==> config.mk <==
export PLATFORM = sky130hd
export DESIGN_NAME = decode_rr_arbiter
export DESIGN_NICKNAME = d
export VERILOG_FILES = /design/src/rtl/decode_rr_arbiter.sv
export SDC_FILE = /design/constraint.sdc
export NUM_CORES = 1
export LEC_CHECK = 0
export CAP_MARGIN = 10
export CELL_PAD_IN_SITES_DETAIL_PLACEMENT = 1
export CELL_PAD_IN_SITES_GLOBAL_PLACEMENT = 2
export CORE_MARGIN = 4
export CORE_UTILIZATION = 29
export DETAILED_ROUTE_END_ITERATION = 16
export PLACE_DENSITY = 0.84
export SYNTH_ARGS = -nofsm -noshare
export SYNTH_HDL_FRONTEND = slang
export SYNTH_SLANG_ARGS = --single-unit
==> constraint.sdc <==
create_clock -name clk -period 1.8 [get_ports clk]
set_input_delay 0.27 -clock clk [delete_from_list [all_inputs] [get_ports clk]]
set_output_delay 0.27 -clock clk [all_outputs]
set_load 0.02 [all_outputs]
==> src/rtl/decode_rr_arbiter.sv <==
`default_nettype none
// ============================================================================
// Module  : decode_rr_arbiter
// Brief   : Four-requester round-robin arbiter driving a 2-to-4 decoder
//           select, with hold-limit preemption and a dead cycle per handover.
// Revision: 1.0 - initial release
// ============================================================================
module decode_rr_arbiter #(
    parameter int MAX_HOLD = 8,
    parameter int HOLD_W   = 4
) (
    input  logic       clk,
    input  logic       rst,
    input  logic [3:0] req,
    output logic [3:0] grant,
    output logic [1:0] grant_idx,
    output logic       grant_valid,
    output logic       preempt
);

    typedef enum logic [1:0] {
        ST_IDLE    = 2'd0,
        ST_GRANT   = 2'd1,
        ST_RELEASE = 2'd2
    } state_t;

    localparam logic [HOLD_W-1:0] c_hold_last = HOLD_W'(MAX_HOLD - 1);
    localparam logic [HOLD_W-1:0] c_hold_max  = '1;

    state_t            r_state;
    logic [1:0]        r_ptr;
    logic [HOLD_W-1:0] r_hold_cnt;

    logic [2:0] w_arb;
    logic       w_found;
    logic [1:0] w_winner;
    logic       w_owner_req;
    logic       w_others;
    logic       w_hold_hit;

    // Scan from lowest to highest priority so the last hit is the winner.
    function automatic logic [2:0] f_arb(input logic [3:0] r, input logic [1:0] p);
        logic [2:0] res;
        logic [1:0] idx;
        res = {1'b0, p};
        for (int i = 3; i >= 0; i--) begin
            idx = p + 2'(i);
            if (r[idx]) begin
                res = {1'b1, idx};
            end
        end
        return res;
    endfunction

    assign w_arb       = f_arb(req, r_ptr);
    assign w_found     = w_arb[2];
    assign w_winner    = w_arb[1:0];
    assign w_owner_req = req[grant_idx];
    assign w_others    = |(req & ~grant);
    assign w_hold_hit  = (MAX_HOLD != 0) && (r_hold_cnt == c_hold_last) && w_others;

    always_ff @(posedge clk or posedge rst) begin
        if (rst) begin
            r_state     <= ST_IDLE;
            r_ptr       <= 2'd0;
            r_hold_cnt  <= '0;
            grant       <= 4'b0000;
            grant_idx   <= 2'd0;
            grant_valid <= 1'b0;
            preempt     <= 1'b0;
        end else begin
            preempt <= 1'b0;
            case (r_state)
                ST_IDLE, ST_RELEASE: begin
                    if (w_found) begin
                        r_state     <= ST_GRANT;
                        grant_idx   <= w_winner;
                        grant       <= 4'b0001 << w_winner;
                        grant_valid <= 1'b1;
                        r_hold_cnt  <= '0;
                    end else begin
                        r_state <= ST_IDLE;
                    end
                end
                ST_GRANT: begin
                    if (!w_owner_req || w_hold_hit) begin
                        r_state     <= ST_RELEASE;
                        grant       <= 4'b0000;
                        grant_valid <= 1'b0;
                        r_ptr       <= grant_idx + 2'd1;
                        r_hold_cnt  <= '0;
                        // Still requesting here means the hold limit forced the exit.
                        preempt     <= w_owner_req;
                    end else if (r_hold_cnt != c_hold_max) begin
                        r_hold_cnt <= r_hold_cnt + 1'b1;
                    end
                end
                default: begin
                    r_state <= ST_IDLE;
                end
            endcase
        end
    end

endmodule
`default_nettype wire
Word-level counts from Yosys, hierarchy flattened --
Cells that the tools add are included. W data, S select, Z words.
Word-level totals: register bits after elaboration 16, input port bits 6, output and inout port bits 8, word-level logic and storage cells 67
Cells by class: add/subtract/negate cells 5, order comparisons 5, eq/ne operators 7, shifts and indexed selects 1, muxes and demuxes 29, bitwise operators 2, reductions and logical operators 11
Operators with widths (number):
- $mux W4 | 5
- $pmux W4 S2 | 2
- $lt A2 B3 Y1 const B | 5
- $mux W3 | 4
- $bmux W1 S2 | 5
- $mux W1 | 10
- $reduce_and A3 Y1 | 2
- $add A2 B1 Y2 const B | 2
- $add A2 B2 Y2 const B | 2
- $add A4 B1 Y4 const B | 1
- $and A4 B4 Y4 | 1
- $eq A4 B3 Y1 const B | 1
- $ne A2 B2 Y1 const B | 2
- $ne A4 B4 Y1 const B | 1
- $not A4 Y4 | 1
- $pmux W2 S2 | 1
- $reduce_and A2 Y1 | 2
- $reduce_or A4 Y1 | 1
- $shl A1 B2 Y4 const A | 1
- $ne A3 B3 Y1 const B | 1
- $eq A2 B1 Y1 const B | 1
- $eq A2 B2 Y1 const B | 1
- $logic_not A2 Y1 | 1
- $mux W2 | 1
- other kinds (6) | 6

Logic depth before layout (Yosys ltp) --
depth after elaboration 10, gate-level depth with buffers 5, gate-level depth less buffers 5

Least setup slack after synthesis --
No wires, ideal clock.
kind reg-to-reg, start register grant_idx[1], end register r_ptr[1], library setup time 0.125 ns, data arrival time 1.584 ns, required time 1.675 ns, setup slack 0.091 ns, stages on the path, launching flop included 5, path buffers 0, period minus slack after synthesis 1.709 ns, cells stage by stage dfrtp_1 mux2i_1 nand2_1 a311o_1 mux2_4
Between the ends: word-level cells in the longest chain between the ends 5, elaborated cells on any way between the ends 6, those cells by class add/sub (1); mux (2); reduce/logical (3)
RTL lines:
- start: declaration | RTL line 16 | output logic [1:0] grant_idx,
- start signal: assignment | RTL line 77 | grant_idx <= w_winner;
- $bmux W1 S2 | RTL line 58 | assign w_owner_req = req[grant_idx];
- $mux W1 (not written as such) | RTL line 58
- $logic_not A1 Y1 | RTL line 86 | if (!w_owner_req || w_hold_hit) begin
- $logic_or A1 B1 Y1 | RTL line 86
- $reduce_and A2 Y1 (no source line)
- end signal: assignment | RTL line 90 | r_ptr <= grant_idx + 2'd1;
- end: declaration | RTL line 31 | logic [1:0] r_ptr;
Several ways; a longest one is shown, not always the timed one. The select of a mux whose other input is x is not followed. A chain may end at the register's enable or synchronous reset.

Final worst setup path --
start register grant_idx[0], end output grant_idx[0]
No word-level cell between the ends.

==> impl_metrics.env <==
export IMPL_area_of_the_mapped_netlist_sq_um=888
export IMPL_place_congestion=0.807
export IMPL_drc=0
export IMPL_width_of_the_die_um=63.3
export IMPL_fin_crit_sh=0.949
export IMPL_die_area_sq_um=4010
export IMPL_synth_sequential_area_ratio=0.451
export IMPL_synth_adder_area_share=0.0141
export IMPL_cts_htree_levels=1
export IMPL_num_vias=816
export IMPL_syn_to_final_growth_pct=35.8
export IMPL_startpoint_type="flop"
export IMPL_first_global_vias=848
export IMPL_core_rowCount=19
export IMPL_clock_fmax_mhz=585
export IMPL_insertedDiodeCount=0
export IMPL_slowest_delay_ns=0.66
export IMPL_crit_slowest_cell="clkdlybuf4s50_1"
export IMPL_final_util=0.423
export IMPL_grt_antenna_before_repair=0
export IMPL_post_synth_inst_count=89
export IMPL_leakagePower_nw=0.552
export IMPL_relSlewSlack=0.602
export IMPL_place_area_sq_um=1160
export IMPL_synth_mux_area_fraction=0.0859
export IMPL_hold_buffers=0
export IMPL_post_route_worst_setup_slack_ns=0.0917
export IMPL_finalNetCount=128
export IMPL_clk_pin_slew_ns=0.09
export IMPL_floorplan_initialDensity=0.311
export IMPL_tritoncts="yes"
export IMPL_status="complete, no violations"
export IMPL_final_hold_violation_count=0
export IMPL_worstHoldPathType="in -> async"
export IMPL_min_period_ns=1.71
export IMPL_max_cap_violations=0
export IMPL_place_worst_setup_slack_ns=-0.219
export IMPL_stdcell_area_sq_um=1210
export IMPL_fin_worst_hold_slack_ns=0.346
export IMPL_placeableCoreArea_sq_um=2850
export IMPL_worst_setup_path_end_kind="output pin"
export IMPL_yosys_area_share_simple=0.179
export IMPL_rsz0062_at_grt="no"
export IMPL_die_height_um=63.3
export IMPL_grt_total_usage=0.128
export IMPL_critPathTopFamily="buffers and inverters"
export IMPL_vdd_ir_drop_max_mv=0.639
export IMPL_timing_worst_slew_pin_value_ns=0.597
export IMPL_post_cts_setup_buffers=0
export IMPL_wl_per_cell_um=14.9
export IMPL_cts_buffers=3
export IMPL_ctsResizeCount=0
export IMPL_finalSetupTns_ns=0
export IMPL_synth_ff_latch_count=16
export IMPL_cp_arrival_ns=1.44
export IMPL_grt_start_max_net_pins=17
export IMPL_pwr_density_cell_nw_per_um2=1500
export IMPL_estimated_wirelength_of_the_detail_placed_design_um=1780
export IMPL_grt_pass1_wl_um=4110
export IMPL_buffer_ports_inserted=13
export IMPL_synth_edf_count=0
export IMPL_routed_via_density=5.40
export IMPL_power_total_mw=1.81
export IMPL_drv_slew=0
export IMPL_drt_iter0_markers=29
export IMPL_path_cells="clkdlybuf4s50_1"
export IMPL_main_combinational_cell_family_by_area_after_synthesis="compound AO/OA/AOI/OAI gates"
export IMPL_clkLatencyLatePin_ns=0.29
export IMPL_post_layout_nonfiller_instances=151
export IMPL_wl_um=2250
export IMPL_postSynthAreaPerCell_sq_um=9.98
export IMPL_finalSetupViolations=0
export IMPL_commonest_non_fill_non_tap_cells_in_the_layout="15 x dfrtp_1, 14 x buf_4, 13 x clkdlybuf4s50_1, 10 x inv_1, 6 x nand2_1"
export IMPL_grt_remaining_overflow=0
export IMPL_mostFrequentLayoutCell="dfrtp_1"
export IMPL_route_antenna_remaining_nets=0
export IMPL_critPathBufInv=1
export IMPL_synthesized_netlist_net_count=96
export IMPL_clock_sink_count=16
export IMPL_detail_route_first_pass_iterations=4
export IMPL_synth_compound_gate_area_share=0.218
export IMPL_ctsLongestPathBuffers=2
export IMPL_root_buffer="clkbuf_4"
export IMPL_io_pins=14
export IMPL_synth_warning_count=0
export IMPL_fraction_of_final_layout_cells_sized_beyond_drive_strength_1=0.208
export IMPL_synth_xor_xnor_area_share=0.00986
export IMPL_placed_cells_incl_taps=147
export IMPL_synth_async_sr_flop_share=1.00
export IMPL_skew_ns=0.00141
export IMPL_timing_critical_path_fanout_max=8
export IMPL_worstSetupPathType="reg -> out"
export IMPL_top_reg_cell_synth="dfrtp_1"
export IMPL_synth_cell_types=32
export IMPL_required_ns=1.53
==> cell families (layout without fill, tap and decap cells) <==
family / after synthesis / after routing
AOI/OAI and AO/OA: 27 / 27
and+or+nand+nor: 27 / 27
DFF: 16 / 16
buffers and inverters: 10 / 41
muxes: 7 / 7
adders and majority gates: 1 / 1
xor gates and xnor gates: 1 / 1
==> per-layer routing <==
layer | vias to the layer above | track usage | wire length, um
met1 | 407 | 0.159 | 1010
met2 | 14 | 0.216 | 1130
met3 | 4 | 0.0320 | 81
met4 | 0 | 0.0404 | 25
met5 | - | 0 | 0
li1 | 391 | - | -
==> where the power goes <==
| part | internal, mW | switching [mW] |
|---|---|---|
| logic | 0.490 | 0.444 |
| registers | 0.493 | 0.153 |
| clock network | 0.123 | 0.112 |
| total | 1.11 | 0.709 |
==> synthesized netlist by cell type (all sizes together) (3+ instances only) <==
library cell,instances,area (sq um)
a21boi,3,22.5
a21oi,4,20.0
nand2b,5,31.3
nor2b,4,25.0
dfrtp,16,400
nand2,6,22.5
o21ai,3,15.0
inv,10,37.5
o22ai,5,37.5
mux2i,5,50.1
==> cell type report <==
cell class                 count  area, sq um
fill                         344         1650
multi-input combinational     63          457
sequential                    16          402
timing repair buffer          27          235
tap                           31         38.8
inverter                      10         37.5
clock buffer                   4         36.3
==> worst paths after layout <==
check,from,end,slack [ns],cells past startpoint
max in group asynchronous,rst,grant_idx[1]$_DFFE_PP0P_,1.03,2
min in group clk,grant_valid$_DFFE_PP0P_,grant_valid$_DFFE_PP0P_,0.50,1
worst min-delay path,rst,preempt$_DFF_PP0_,0.35,2
worst max register to register,r_hold_cnt[0]$_DFFE_PP0P_,r_ptr[1]$_DFFE_PP0P_,0.13,5
worst max-delay path,grant_idx[0]$_DFFE_PP0P_,grant_idx[0],0.09,1
worst min register to register,grant_valid$_DFFE_PP0P_,grant_valid$_DFFE_PP0P_,0.50,1
==> sequential cells by signal, summed over array words and instances (netlist names) <==
name         count
grant            4
preempt          1
grant_idx        2
grant_valid      1
r_state          2
r_hold_cnt       4
r_ptr            2
Power figures use the tool's default switching activity.
